File: src/rtl/sop_pipe_if.sv
// Handshake bundle for sop_pipe: input word, result flags and hit counter.
// The producer/consumer side uses master; the pipeline itself uses slave.
interface sop_pipe_if #(
  parameter int W     = 3,
  parameter int NCH   = 4,
  parameter int CNT_W = 8
);
  logic             in_valid;
  logic             in_ready;
  logic [NCH*W-1:0] in_vec;
  logic [NCH-1:0]   in_f;
  logic [1:0]       mode;
  logic             out_valid;
  logic             out_ready;
  logic [NCH-1:0]   out_e;
  logic [CNT_W-1:0] hit_cnt;
  logic             clr_cnt;

  modport master (
    output in_valid, in_vec, in_f, mode,
    output out_ready, clr_cnt,
    input  in_ready, out_valid, out_e, hit_cnt
  );

  modport slave (
    input  in_valid, in_vec, in_f, mode,
    input  out_ready, clr_cnt,
    output in_ready, out_valid, out_e, hit_cnt
  );
endinterface

File: src/rtl/sop_pipe.sv
// Multi-channel all-high/all-low/force detector, two-stage valid/ready
// pipeline with a saturating count of delivered non-zero results.
module sop_pipe #(
  parameter int W     = 3,
  parameter int NCH   = 4,
  parameter int CNT_W = 8
) (
  input  logic      clk,
  input  logic      rst_n,
  sop_pipe_if.slave bus
);
  typedef struct packed {
    logic [NCH-1:0] d;
    logic [NCH-1:0] g;
    logic [NCH-1:0] f;
    logic [1:0]     mode;
  } s1_t;

  localparam logic [CNT_W-1:0] CntMax = '1;

  s1_t              s1_q, s1_d, s1_new;
  logic             s1v_q, s1v_d;
  logic             ov_q, ov_d;
  logic [NCH-1:0]   e_q, e_d, e_new;
  logic [CNT_W-1:0] cnt_q, cnt_d;
  logic             adv2, acc, ohs;

  assign adv2          = ~ov_q | bus.out_ready;
  assign bus.in_ready  = ~s1v_q | adv2;
  assign acc           = bus.in_valid & bus.in_ready;
  assign ohs           = ov_q & bus.out_ready;
  assign bus.out_valid = ov_q;
  assign bus.out_e     = e_q;
  assign bus.hit_cnt   = cnt_q;

  always_comb begin
    s1_new      = '0;
    s1_new.f    = bus.in_f;
    s1_new.mode = bus.mode;
    for (int c = 0; c < NCH; c++) begin
      s1_new.d[c] = &bus.in_vec[c*W +: W];
      s1_new.g[c] = ~|bus.in_vec[c*W +: W];
    end
  end

  always_comb begin
    e_new = '0;
    unique case (1'b1)
      s1_q.mode == 2'd0: e_new = s1_q.d | s1_q.g | s1_q.f;
      s1_q.mode == 2'd1: e_new = s1_q.d | s1_q.g;
      s1_q.mode == 2'd2: e_new = (s1_q.d | s1_q.g) ^ s1_q.f;
      default:           e_new = s1_q.d & s1_q.f;
    endcase
  end

  always_comb begin
    s1_d  = s1_q;
    s1v_d = s1v_q;
    e_d   = e_q;
    ov_d  = ov_q;
    cnt_d = cnt_q;
    if (adv2) begin
      ov_d  = s1v_q;
      s1v_d = 1'b0;
      if (s1v_q) e_d = e_new;
    end
    if (acc) begin
      s1_d  = s1_new;
      s1v_d = 1'b1;
    end
    // clear wins over a coincident hit; that hit is dropped
    if (bus.clr_cnt) begin
      cnt_d = '0;
    end else if (ohs && |e_q && cnt_q != CntMax) begin
      cnt_d = cnt_q + CNT_W'(1);
    end
  end

  always_ff @(posedge clk or negedge rst_n) begin
    if (!rst_n) begin
      s1_q  <= '0;
      s1v_q <= 1'b0;
      e_q   <= '0;
      ov_q  <= 1'b0;
      cnt_q <= '0;
    end else begin
      s1_q  <= s1_d;
      s1v_q <= s1v_d;
      e_q   <= e_d;
      ov_q  <= ov_d;
      cnt_q <= cnt_d;
    end
  end
endmodule

File: src/flat_wrapper.sv
// flat-port wrapper written by rule: the top's interface ports become plain ports
module sop_pipe_flat 
#(
  parameter int W     = 3,
  parameter int NCH   = 4,
  parameter int CNT_W = 8
)
  (clk, rst_n, bus_in_valid, bus_in_vec, bus_in_f, bus_mode, bus_out_ready, bus_clr_cnt, bus_in_ready, bus_out_valid, bus_out_e, bus_hit_cnt);
  sop_pipe_if #(.W(W), .NCH(NCH), .CNT_W(CNT_W)) bus_i ();
  input  logic clk;
  input  logic rst_n;
  input wire logic [$bits(bus_i.in_valid)-1:0] bus_in_valid;
  input wire logic [$bits(bus_i.in_vec)-1:0] bus_in_vec;
  input wire logic [$bits(bus_i.in_f)-1:0] bus_in_f;
  input wire logic [$bits(bus_i.mode)-1:0] bus_mode;
  input wire logic [$bits(bus_i.out_ready)-1:0] bus_out_ready;
  input wire logic [$bits(bus_i.clr_cnt)-1:0] bus_clr_cnt;
  output wire logic [$bits(bus_i.in_ready)-1:0] bus_in_ready;
  output wire logic [$bits(bus_i.out_valid)-1:0] bus_out_valid;
  output wire logic [$bits(bus_i.out_e)-1:0] bus_out_e;
  output wire logic [$bits(bus_i.hit_cnt)-1:0] bus_hit_cnt;
  assign bus_i.in_valid = bus_in_valid;
  assign bus_i.in_vec = bus_in_vec;
  assign bus_i.in_f = bus_in_f;
  assign bus_i.mode = bus_mode;
  assign bus_i.out_ready = bus_out_ready;
  assign bus_i.clr_cnt = bus_clr_cnt;
  assign bus_in_ready = bus_i.in_ready;
  assign bus_out_valid = bus_i.out_valid;
  assign bus_out_e = bus_i.out_e;
  assign bus_hit_cnt = bus_i.hit_cnt;
  sop_pipe #(.W(W), .NCH(NCH), .CNT_W(CNT_W)) u_core (.clk(clk), .rst_n(rst_n), .bus(bus_i));
endmodule
File: config.mk
export PLATFORM = sky130hd
export DESIGN_NAME = sop_pipe_flat
export DESIGN_NICKNAME = d
export VERILOG_FILES = /design/src/rtl/sop_pipe_if.sv /design/src/rtl/sop_pipe.sv /design/src/flat_wrapper.sv
export SDC_FILE = /design/constraint.sdc
export NUM_CORES = 1
export LEC_CHECK = 0
export ABC_AREA = 1
export CAP_MARGIN = 5
export CORE_ASPECT_RATIO = 2
export CORE_UTILIZATION = 30
export CTS_CLUSTER_SIZE = 10
export DETAILED_ROUTE_END_ITERATION = 7
export HOLD_SLACK_MARGIN = 0.03
export PLACE_DENSITY = 0.62
export SETUP_SLACK_MARGIN = 0.15
export SKIP_CTS_REPAIR_TIMING = 1
export SLEW_MARGIN = 20
export SYNTH_ARGS = -nofsm -noshare
export SYNTH_HDL_FRONTEND = slang
export SYNTH_SLANG_ARGS = --single-unit
File: constraint.sdc
create_clock -name clk -period 1.3 [get_ports clk]
set_input_delay 0.13 -clock clk [delete_from_list [all_inputs] [get_ports clk]]
set_output_delay 0.13 -clock clk [all_outputs]
set_load 0.05 [all_outputs]
; ---- Word-level counts from Yosys, hierarchy flattened
; Cells that the tools add are included.
[totals]
memories = 0
input_bits = 23
rom_bits = 0
ff_bits = 28
latchBits = 0
ramBits = 0
output_inout_bits = 14
[classes]
reduce_logical = 19
bitwise_logic = 10
eq_ne = 3
n_div = 0
n_addsub = 1
magnitude_cmp = 0
n_shift = 0
muxes = 5
multipliers = 0
[op_table]
columns = cell, count
row1 = $mux 8, 2
row2 = $pmux 4 s3, 1
row3 = $reduce_and 3->1, 4
row4 = $reduce_or 3->1, 4
row5 = $add 8x1->8 const B, 1
row6 = $ne 8x8->1 const B, 1
row7 = $or 4x4->4, 2
row8 = $and 4x4->4, 1
row9 = $logic_not 1->1, 4
row10 = $reduce_bool 2->1, 2
row11 = $reduce_or 4->1, 1
row12 = $xor 4x4->4, 1
row13 = $and 1x1->1, 2
row14 = $eq 2x1->1 const B, 1
row15 = $eq 2x2->1 const B, 1
row16 = $logic_and 1x1->1, 2
row17 = $logic_not 2->1, 1
row18 = $mux 1, 2
row19 = $not 1->1, 2
row20 = $or 1x1->1, 2
row21 = $reduce_and 2->1, 1

; ---- Longest topological paths before layout
[logic_depth]
depth_word = 5
ltp_mapped = 9
depth_no_buf = 8

; ---- Least setup slack after synthesis
; Ideal clock, no wire load.
[synth_timing]
path_type = register -> register
start = register u_core.ov_q, in the netlist u_core.bus.out_valid
end = register u_core.s1_q[6] (netlist name)
synth_period_minus_slack_ns = 1.938
path_stages_with_launch = 7
arrival_time_ns = 1.821
setup_time_ns = 0.116
path_buffers = 1
slack_ns = -0.638
cell_sequence = dfrtp_1 nand3_1 nand2_2 inv_2 buf_4 nand2_1 nand2_1
[synth_between]
elab_chain_len = 4
[synth_rtl]
columns = element, line_no
row1 = start: declaration, sop_pipe.sv:23  ; logic ov_q, ov_d;
row2 = start signal: assignment, sop_pipe.sv:90  ; ov_q <= ov_d;
row3 = $not 1->1, sop_pipe.sv:28  ; assign adv2 = ~ov_q | bus.out_ready;
row4 = $or 1x1->1, sop_pipe.sv:28
row5 = $or 1x1->1, sop_pipe.sv:29  ; assign bus.in_ready = ~s1v_q | adv2;
row6 = named net bus_in_ready, flat_wrapper.sv:18  ; output wire logic [$bits(bus_i.in_ready)-1:0] bus_in_ready;
row7 = $and 1x1->1, sop_pipe.sv:30  ; assign acc = bus.in_valid & bus.in_ready;
row8 = end signal: assignment, sop_pipe.sv:81  ; s1_q <= '0;
row9 = end signal: assignment, sop_pipe.sv:87  ; s1_q <= s1_d;
row10 = end: declaration, sop_pipe.sv:21  ; s1_t s1_q, s1_d, s1_new;
; The timed path passes the listed nets, and every way through them passes these cells.
; A chain may end at the register's enable or synchronous reset.

; ---- Worst setup path after layout
[layout_timing]
start = register u_core.cnt_q[0], in the netlist u_core.bus.hit_cnt[0]
end = register u_core.cnt_q[1], in the netlist u_core.bus.hit_cnt[1]
[layout_between]
elab_chain_len = 3
[layout_rtl]
columns = element, line_no
row1 = start: declaration, sop_pipe.sv:25  ; logic [CNT_W-1:0] cnt_q, cnt_d;
row2 = start signal: assignment, sop_pipe.sv:91  ; cnt_q <= cnt_d;
row3 = $add 8x1->8 or $ne 8x8->1 (tied branches), "sop_pipe.sv:75, sop_pipe.sv:74"
row4 = $mux 8 or $logic_and 1x1->1 (tied branches), sop_pipe.sv:74  ; end else if (ohs && |e_q && cnt_q != CntMax) begin
row5 = $mux 8 or $reduce_bool 2->1 (tied branches), -
; Several ways; a longest one is shown, not always the timed one. The select of a mux whose other input is x is not followed.

==> results.md <==
- Fill cells: 432
- Global route overflow: 0
- Vias in the first global route: 1,472
- Synth unique cells: 21
- Arr. time, crit path: 1.51 ns
- Worst-path fanout max: 8
- Startpoint Class: flop
- WL per Instance: 11.5 µm
- Initial Util: 0.312
- Core area: 4820 µm²
- Sequential area share after synthesis: 0.467
- Mapped Cells: 200
- Finished Layout Cells: 325
- GRT met1 Usage: 0.152
- Minimum clock period: 1.29 ns
- CP max stage cell: dfrtp_2
- Crit end category: flop
- H-tree depth: 1
- Cell row count: 36
- Crit path required time: 1.52 ns
- Longest Clk Path Bufs: 2
- Die Span Y: 102 µm
- Clock transition at the registers of the reported paths: 0.09 ns
- R2R setup slack: 0.008 ns
- DRT iter0 DRCs: 28
- CTS tree: done
- # diodes: 0
- Drt pass-1 iters: 4
- Synthesized area per cell: 7.51 µm²
- Routed wire length: 3720 µm
- Post-synth top area share: 0.467
- Final hold violations: 0
- Clock Tree Root: clkbuf_8
- Cell Chain, Critical Path: ha_4 > nand2_4 > nor2_4 > nand2_2 > nand2_4 > buf_12 > inv_6 > nand3_2 > nand2_1
- Max incr delay on CP: 0.44 ns
- Final instance area: 2500 µm²
- LEAKAGE: 1.22 nW
- DP HPWL: 2900 µm
- Placed insts: 309
- Synth warn: 0
- Most frequent CP cell: nand2_4
- First-pass GRT wire length: 6320 µm
- Unrepaired setup endpoints after global routing: yes
- Busiest grt layer: met2
- # setup viols final: 0
- Clk_lat worst skew: 0.28 ns
- Hold WS: 0.203 ns
- Cell Pwr Density: 1170 nW/µm²
- I/O pin cnt: 37
- Routed vias/inst: 4.78
- Post-DP Area: 2280 µm²
- Final net count: 298
- Reg-to-Reg Start: u_core.bus.hit_cnt[0]
- Status: finished clean
- DR vias: 1,552
- GPL Wtd Cong: 0.835
- Tightest Pin Transition: 0.299 ns
- DRC: 0
- Final ANT Viol Nets: 0
- Post-synth top area cell: dfrtp_1
- Slew Limit Fails: 0
- CP startpoint: u_core.bus.hit_cnt[0]
- Fmax: 774 MHz
- CTS sink count: 28
- Critical Path Sink: u_core.bus.hit_cnt[1]
- R2R cell count: 9
- Chip Width: 52.0 µm
- Max VDD drop: 0.714 mV
- Total CTS buffers: 3
- Port bufs: 36
- M3 GR Usage: 0.0268
- Initial antenna violation count: 0
- Critical path type: flop to flop
- M2 GR Usage: 0.319
- Total GRT Usage: 0.162
- Worst rel slew slack: 0.801
- Area Overhead vs Synth: 66.7%
- Capturing point of the worst reg2reg path: u_core.bus.hit_cnt[1]
- Largest net degree at the start of global routing: 29
- Hold Crit Class: input pin to asynchronous set/reset pin
- Syn_nets: 228
- Cell Area, Synth: 1500 µm²
- Fin Clk Skew: 0.00226 ns
- #FFs+latches synth: 28
- Fin crit share: 0.994
- Layout cells sized above 1: 0.299
- Max_cap viols: 0
- Die area: 5310 µm²
- Largest cells by area after synthesis: dfrtp_1 (47%), nand2_1 (16%), nand3_1 (7.7%), nor2_1 (4.5%), inv_1 (4.3%)
[per-layer routing]
layer	wire [µm]	up-vias
met1	1290	715
li1	-	785
met2	2220	45
met5	0	-
met4	89	0
met3	119	7
[logic make-up after synthesis]
kind of cell	after synthesis	synth area share
simple gates	118	0.333
buf+inv	24	0.0700
xor+xnor	1	0.00583
flops	28	0.467
fa+ha+maj	5	0.0417
compound gates	24	0.0825
[worst min-delay path by stage]
stage | to | slack [ns] | cells past startpoint
CTS | u_core.s1_q[7] | 0.21 | 2
finish | u_core.bus.hit_cnt[5] | 0.20 | 2
global placement | u_core.s1_q[6] | 0.47 | 2
floorplan | u_core.bus.hit_cnt[0] | -0.17 | 0
global route | u_core.s1_q[7] | 0.21 | 2
detailed placement | u_core.s1_q[6] | 0.47 | 2
[layout make-up]
| type | instances | area [µm²] | area share |
|---|---|---|---|
| Clock buffer | 3 | 41.3 | 0.0165 |
| Inverter | 19 | 81.3 | 0.0325 |
| Multi-Input combinational cell | 148 | 776 | 0.310 |
| Sequential cell | 28 | 713 | 0.285 |
| Tap cell | 57 | 71.3 | 0.0285 |
| Timing Repair Buffer | 70 | 820 | 0.327 |
[critical path: cells and delay by family, from the launching register on]
family / cells / cell delay [ns]
fa+ha+maj: 1 / 0.17
simple gates: 6 / 0.42
buf+inv: 2 / 0.21
flops: 1 / 0.44
[cell usage in the layout, fill, tap and decap left out, types with 4 or more instances in the layout]
cell / instances
nand2_1: 60
nand3_1: 18
o21ai_0: 4
buf_4: 24
o21ai_1: 14
nor3_1: 6
nor2_1: 16
ha_1: 4
inv_1: 16
buf_6: 7
buf_12: 17
dfrtp_1: 18
nand3_2: 5
clkdlybuf4s50_1: 22
dfrtp_2: 10
a21oi_1: 4
[metrics by stage]
step / util / setup slack [ns] / TNS, ns / total power, mW
finish: 0.519 / 0.00824 / 0 / 2.94
global route: 0.519 / -0.0508 / -0.244 / 3.11
CTS: 0.482 / -0.101 / -0.304 / 2.83
detailed placement: 0.474 / -0.118 / -0.686 / 2.36
global placement: 0.474 / -0.0807 / -0.480 / 2.34
floorplan: - / -0.0791 / -0.749 / 1.72
[cells in the mapped netlist]
library cell,number
o21ai_0,12
nor3_1,6
ha_1,5
a21oi_1,4
o21ai_1,6
nor2_2,1
nand2_1,64
inv_1,17
dfrtp_1,28
a31oi_1,1
buf_6,1
inv_2,2
buf_4,1
nand3_2,1
buf_2,3
nand2_2,2
a21o_1,1
xor2_1,1
nor2_1,18
nand4_1,3
nand3_1,23
[power by group]
part | total, mW | leakage [nW] | switching (mW) | internal (mW)
combinational | 1.37 | 0.846 | 0.695 | 0.677
clock | 0.478 | 0.0216 | 0.270 | 0.209
sequential | 1.09 | 0.351 | 0.0928 | 0.995
[registers in the layout, summed over array words and instances, names as in the netlist]
| signal | flops |
|---|---|
| u_core.bus.out_valid | 1 |
| u_core.bus.out_e | 4 |
| u_core.s1_q | 14 |
| u_core.bus.hit_cnt | 8 |
| u_core.s1v_q | 1 |
Power figures use the tool's default switching activity.
